`src/rtl/canny_frame_tx_ctrl.sv`:
```
// Streams one stored Canny edge frame from the frame RAM into uart_tx_fifo as a framed packet.
// Optional `CANNY_TX_CHECKSUM_EN adds an XOR checksum byte between the data and the trailer.
module canny_frame_tx_ctrl #(
  parameter int unsigned PIXELS   = 40800,
  parameter int unsigned ADDR_W   = 16,
  parameter logic [7:0]  SYNC0    = 8'hA5,
  parameter logic [7:0]  SYNC1    = 8'h5A,
  parameter logic [7:0]  END_BYTE = 8'h55
) (
  input  logic              clk,
  input  logic              reset,
  input  logic              start,
  output logic              busy,
  output logic              done,
  output logic              rd_en,
  output logic [ADDR_W-1:0] rd_addr,
  input  logic [7:0]        rd_data,
  output logic [7:0]        tx_data,
  output logic              push,
  input  logic              tx_fifo_full
);

  localparam int unsigned   CW     = ADDR_W + 1;
  localparam logic [CW-1:0] PIX_C  = CW'(PIXELS);
  localparam logic [CW-1:0] LAST_C = CW'(PIXELS - 1);
  localparam logic [15:0]   PIX16  = 16'(PIXELS);

  typedef enum logic [3:0] {
    IDLE, SYNC_A, SYNC_B, LEN_H, LEN_L, STREAM,
`ifdef CANNY_TX_CHECKSUM_EN
    CSUM,
`endif
    TRAIL, FIN
  } state_t;

  state_t          state_q, state_d;
  logic [CW-1:0]   rd_cnt_q, push_cnt_q;
  logic            inflight_q;
  logic [7:0]      buf_q [2];
  logic            wr_ptr_q, rd_ptr_q;
  logic [1:0]      occ_q;
  logic [7:0]      tx_last_q;
`ifdef CANNY_TX_CHECKSUM_EN
  logic [7:0]      csum_q;
`endif

  logic            byte_avail, pop, last_data, prefetch, accept;
  logic [7:0]      byte_cur;

  always_ff @(posedge clk) begin
    if (reset) state_q <= IDLE;
    else       state_q <= state_d;
  end

  always_comb begin
    state_d = state_q;
    case (state_q)
      IDLE:   if (start) state_d = SYNC_A;
      SYNC_A: if (push) state_d = SYNC_B;
      SYNC_B: if (push) state_d = LEN_H;
      LEN_H:  if (push) state_d = LEN_L;
      LEN_L:  if (push) state_d = STREAM;
      STREAM: if (last_data) begin
`ifdef CANNY_TX_CHECKSUM_EN
        state_d = CSUM;
`else
        state_d = TRAIL;
`endif
      end
`ifdef CANNY_TX_CHECKSUM_EN
      CSUM:   if (push) state_d = TRAIL;
`endif
      TRAIL:  if (push) state_d = FIN;
      FIN:    state_d = IDLE;
      default: state_d = IDLE;
    endcase
  end

  always_comb begin
    byte_avail = 1'b0;
    byte_cur   = tx_last_q;
    case (state_q)
      SYNC_A: begin byte_avail = 1'b1; byte_cur = SYNC0;       end
      SYNC_B: begin byte_avail = 1'b1; byte_cur = SYNC1;       end
      LEN_H:  begin byte_avail = 1'b1; byte_cur = PIX16[15:8]; end
      LEN_L:  begin byte_avail = 1'b1; byte_cur = PIX16[7:0];  end
      STREAM: begin byte_avail = (occ_q != 2'd0); byte_cur = buf_q[rd_ptr_q]; end
`ifdef CANNY_TX_CHECKSUM_EN
      CSUM:   begin byte_avail = 1'b1; byte_cur = csum_q;      end
`endif
      TRAIL:  begin byte_avail = 1'b1; byte_cur = END_BYTE;    end
      default: ;
    endcase
    push      = byte_avail && !tx_fifo_full;
    tx_data   = push ? byte_cur : tx_last_q;
    pop       = push && (state_q == STREAM);
    last_data = pop && (push_cnt_q == LAST_C);
    // Reads start during the length bytes so the skid buffer is primed when STREAM begins.
    prefetch  = (state_q == LEN_H) || (state_q == LEN_L) || (state_q == STREAM);
    rd_en     = prefetch && (rd_cnt_q < PIX_C) &&
                ((3'(occ_q) + 3'(inflight_q)) < (3'd2 + 3'(pop)));
    rd_addr   = rd_cnt_q[ADDR_W-1:0];
    busy      = (state_q != IDLE) && (state_q != FIN);
    done      = (state_q == FIN);
    accept    = (state_q == IDLE) && start;
  end

  always_ff @(posedge clk) begin
    if (reset) begin
      rd_cnt_q   <= '0;
      push_cnt_q <= '0;
      inflight_q <= 1'b0;
      buf_q      <= '{default: '0};
      wr_ptr_q   <= 1'b0;
      rd_ptr_q   <= 1'b0;
      occ_q      <= '0;
      tx_last_q  <= '0;
`ifdef CANNY_TX_CHECKSUM_EN
      csum_q     <= '0;
`endif
    end else begin
      inflight_q <= rd_en;
      if (rd_en) rd_cnt_q <= rd_cnt_q + CW'(1);
      if (inflight_q) begin
        buf_q[wr_ptr_q] <= rd_data;
        wr_ptr_q        <= ~wr_ptr_q;
      end
      if (pop) begin
        rd_ptr_q   <= ~rd_ptr_q;
        push_cnt_q <= push_cnt_q + CW'(1);
      end
      occ_q <= occ_q + 2'(inflight_q) - 2'(pop);
      if (push) tx_last_q <= byte_cur;
`ifdef CANNY_TX_CHECKSUM_EN
      if (accept)   csum_q <= '0;
      else if (pop) csum_q <= csum_q ^ byte_cur;
`endif
      if (accept || (state_d == FIN)) begin
        rd_cnt_q   <= '0;
        push_cnt_q <= '0;
      end
    end
  end

endmodule

```
`config.mk`:
```
export PLATFORM = sky130hd
export DESIGN_NAME = canny_frame_tx_ctrl
export DESIGN_NICKNAME = d
export VERILOG_FILES = /design/src/rtl/canny_frame_tx_ctrl.sv
export SDC_FILE = /design/constraint.sdc
export NUM_CORES = 1
export LEC_CHECK = 0
export CORE_UTILIZATION = 45
export CTS_BUF_LIST = sky130_fd_sc_hd__clkbuf_16
export DETAILED_ROUTE_END_ITERATION = 12
export PLACE_DENSITY_LB_ADDON = 0.05
export SYNTH_ARGS = -nofsm -noshare
export SYNTH_HDL_FRONTEND = slang
export SYNTH_SLANG_ARGS = --single-unit
export TNS_END_PERCENT = 5
```
`constraint.sdc`:
```
create_clock -name clk -period 3.85 [get_ports clk]
set_input_delay 0.9625 -clock clk [delete_from_list [all_inputs] [get_ports clk]]
set_output_delay 0.9625 -clock clk [all_outputs]
set_load 0.005 [all_outputs]
```
==> impl_results.md, run 1 <==
* Status: finished, final reports clean
* DR vias at 2683
* Clock skew at around 8.0 ps
* Crit end category: output pin
* Critical path arrival at ~2900 ps
* Part of the power in registers at 0.439
* Req. time, crit path at between 2000 and 3000 ps
* Ys flop type: dfxtp_1
* Fmax at 0.261 GHz
* Cell area after technology mapping at around 3300 µm²
* Synth Area in XOR/XNOR at 0.0713
* Area grow syn2layout at 22.6%
* Clock-pin slew of the registers on the worst-case setup and hold paths at 60 ps
* Hold buffer count at CTS at 0
* Sw Ratio at 0.224
* Main combinational cell family by area after synthesis: simple AND/OR/NAND/NOR gates
* Syn Nets at about 410
* Post-synthesis compound-gate area fraction at 0.108
* Headroom to the max-slew limit at 0.352
* Mapped Cells at 395
* Proportion of synthesized area in mux cells at 0.0362
* Clock sinks at 67
* Switching Power at between 300 and 400 µW
* Final core occ at 0.586
* Initial DRC Count at 100
* Residual DRC at 0
* Placed cell areas at 3750 µm²
* Leading area contributor after synthesis: dfxtp_1
* CTS tree: done
* Final min period at ~3800 ps
* # rows at 30
* Critical Path Fanout Max at 13
* Routed WL at 7040 µm
* Finished Layout Cells at 526
* EDFF count, synth at 0
* Commonest cells in the netlist: dfxtp_1, nand2_1, nor2_1
* Via/cell ratio at about 5
* Mean Syn Cell Area at 8.40 µm²
* Hold Path Class: flop to flop
* Sequential area share after synthesis at 0.404
* Die Y at around 90 µm
* Setup crit start kind: input pin
* WS Path Type: input pin to output pin
* Drt pass-1 iters at 5
* Gpl congestion at roughly 0.83
* Yosys warning total at 0
* P_int at 1.23 mW
* Total chip power at 1.59 mW
* DP Wirelength at a little under 5000 µm
* Total Routing Usage GR at 0.201
* Leading post-synthesis cells by cell area: dfxtp_1, nand2_1, nor2_1
* Initial antenna violation count at 0
* Max-slew violations at 0
* Die width at 87.9 µm
* Finished Cell Area at approximately 4100 µm²
* Final setup fails at 0
* Placed Cells at slightly above 500
* Min Hold Slack at between 400 and 500 ps
* Clock share of power at 0.528
* Antenna Nets Post-Route at 0
* IO Count at 40
* Combinational fraction of design power at 0.033
* Layout cell share with drive strength beyond 1 at 0.116
* Port Buffers at 39
* R2R setup slack at between 1500 and 2000 ps
* H-tree depth at 3
* Initial core utilization at 0.478
* First-pass GRT wire length at between 10000 and 15000 µm
* Final hold vios at 0
* Synth Area in Simple Gates at 0.279
* WL per Instance at 13.4 µm
* Register bit total from synthesis at 67
* RSZ-0062 raised after global routing: true
* Pin count of the biggest net entering global routing at 35
* Max-Cap Viols at 0
* Synth unique cells at 48
* Worst-skew pair later-pin latency at roughly 330 ps
* Total grt overflow at 0
* Period utilisation layout at 0.995
* Adder-cell area share of the yosys netlist at 0.0226
* Vias in the first global route at about 2600
* Core Footprint at 6940 µm²
* Post-synth top area share at 0.404
* R2R cell count at 6
* Diode count at 0
* Actual slew at the worst max-slew pin at 965 ps
* Post-CTS setup buffers at 0
* Hold Path Stages at 2
* Max IR drop VDD at roughly 0.25 mV
* Leakage at about 1.4 nW
* Clk root buf: clkbuf_16
* Top-count cell post-synth: dfxtp_1
* Max Buffers Root-to-Sink at 2
* Final nets at about 440
* Die Footprint at between 7000 and 8000 µm²
* TritonCTS Buffers at 9
* Pwr/cell area at 390 nW/µm²
* Asr flop ratio synth at 0
## layout make-up
type                    count  area (µm²)
well taps                  96         120
clock inverters             7        85.1
fillers                   611        2880
repair buffers             56         517
flip-flops and latches     67        1340
clock buffers               9         225
multi-input cells         280        1740
inverters                  11        41.3
## power groups by stage
stage	clock (mW)	sequential, mW	combinational [mW]
2_1_floorplan	0	0.711	0.0248
3_3_place_gp	0	0.712	0.0527
3_5_place_dp	0	0.712	0.0522
4_1_cts	0.862	0.696	0.0532
6_report	0.838	0.696	0.0527
5_1_grt	0.886	0.696	0.0579
## kinds of logic after synthesis
kind of cell	count (synthesis)
adders and majority gates	6
buffers and inverters	48
xor gates and xnor gates	27
muxes	11
DFF	67
AOI/OAI and AO/OA	56
other	1
and+or+nand+nor	179
## cells in the final DEF (no fill, tap or decap), types with 4 or more instances in the layout
master,n
a21oi_1,29
and4_1,4
xor2_1,10
nand3_1,18
nand4_1,12
o21ai_0,8
nor2_1,40
clkbuf_16,9
buf_4,17
nor3_1,10
inv_1,11
and3_1,4
nand2b_1,4
mux2_2,8
and2_1,5
dfxtp_1,67
xnor2_1,17
nand2_1,42
nor2b_1,12
clkdlybuf4s50_1,38
or3_1,6
ha_1,6
nor4_1,8
a221o_1,5
## worst max-delay path, stage by stage
cell	delay (ps)
clkdlybuf4s50_1	410
or2_4	250
a311o_2	430
a221o_1	370
clkdlybuf4s50_1	450
## repair_timing
action                                  in CTS  in global routing
pin swaps                                    7                  0
hold endpoints to repair                     0                  0
endpoints found under the setup margin       9                  7
gates resized for setup                      4                  1
## worst paths after layout
path	startpoint	endpoint
max reg2reg	state_q[1]	rd_cnt_q[10]
min reg2reg	rd_cnt_q[16]	rd_cnt_q[16]
max	tx_fifo_full	tx_data[1]
min	rd_cnt_q[16]	rd_cnt_q[16]
## state kept, by name (all words and copies together), names as in the netlist
register / flops
state_q: 4
inflight_q: 1
tx_last_q: 8
buf_q: 16
occ_q: 2
rd_ptr_q: 1
rd_cnt_q: 17
wr_ptr_q: 1
push_cnt_q: 17
## stage by stage
step | setup slack (ps) | setup TNS, ps
6_report | 18.3 | 0
5_1_grt | -28.4 | -83.9
4_1_cts | 13.1 | 0
3_5_place_dp | -143 | -1070
3_3_place_gp | -153 | -1070
2_1_floorplan | 554 | 0
## routing by layer
metal | global-route usage | routed length (µm)
met1 | 0.276 | 3680
met2 | 0.310 | 3060
met3 | 0.0434 | 226
met4 | 0.0700 | 70
met5 | 0 | 0
(Power assumes the default switching activity.)
==> inputs of run 2 (changes only) <==
--- a/config.mk
+++ b/config.mk
@@ -7,7 +7,9 @@
 export LEC_CHECK = 0
 export CORE_UTILIZATION = 45
 export CTS_BUF_LIST = sky130_fd_sc_hd__clkbuf_16
+export CTS_CLUSTER_SIZE = 10
 export DETAILED_ROUTE_END_ITERATION = 12
+export HOLD_SLACK_MARGIN = 0.1
 export PLACE_DENSITY_LB_ADDON = 0.05
 export SYNTH_ARGS = -nofsm -noshare
 export SYNTH_HDL_FRONTEND = slang
==> results of run 2 <==
The final DEF is identical to that of run 1; final timing and power are the same.
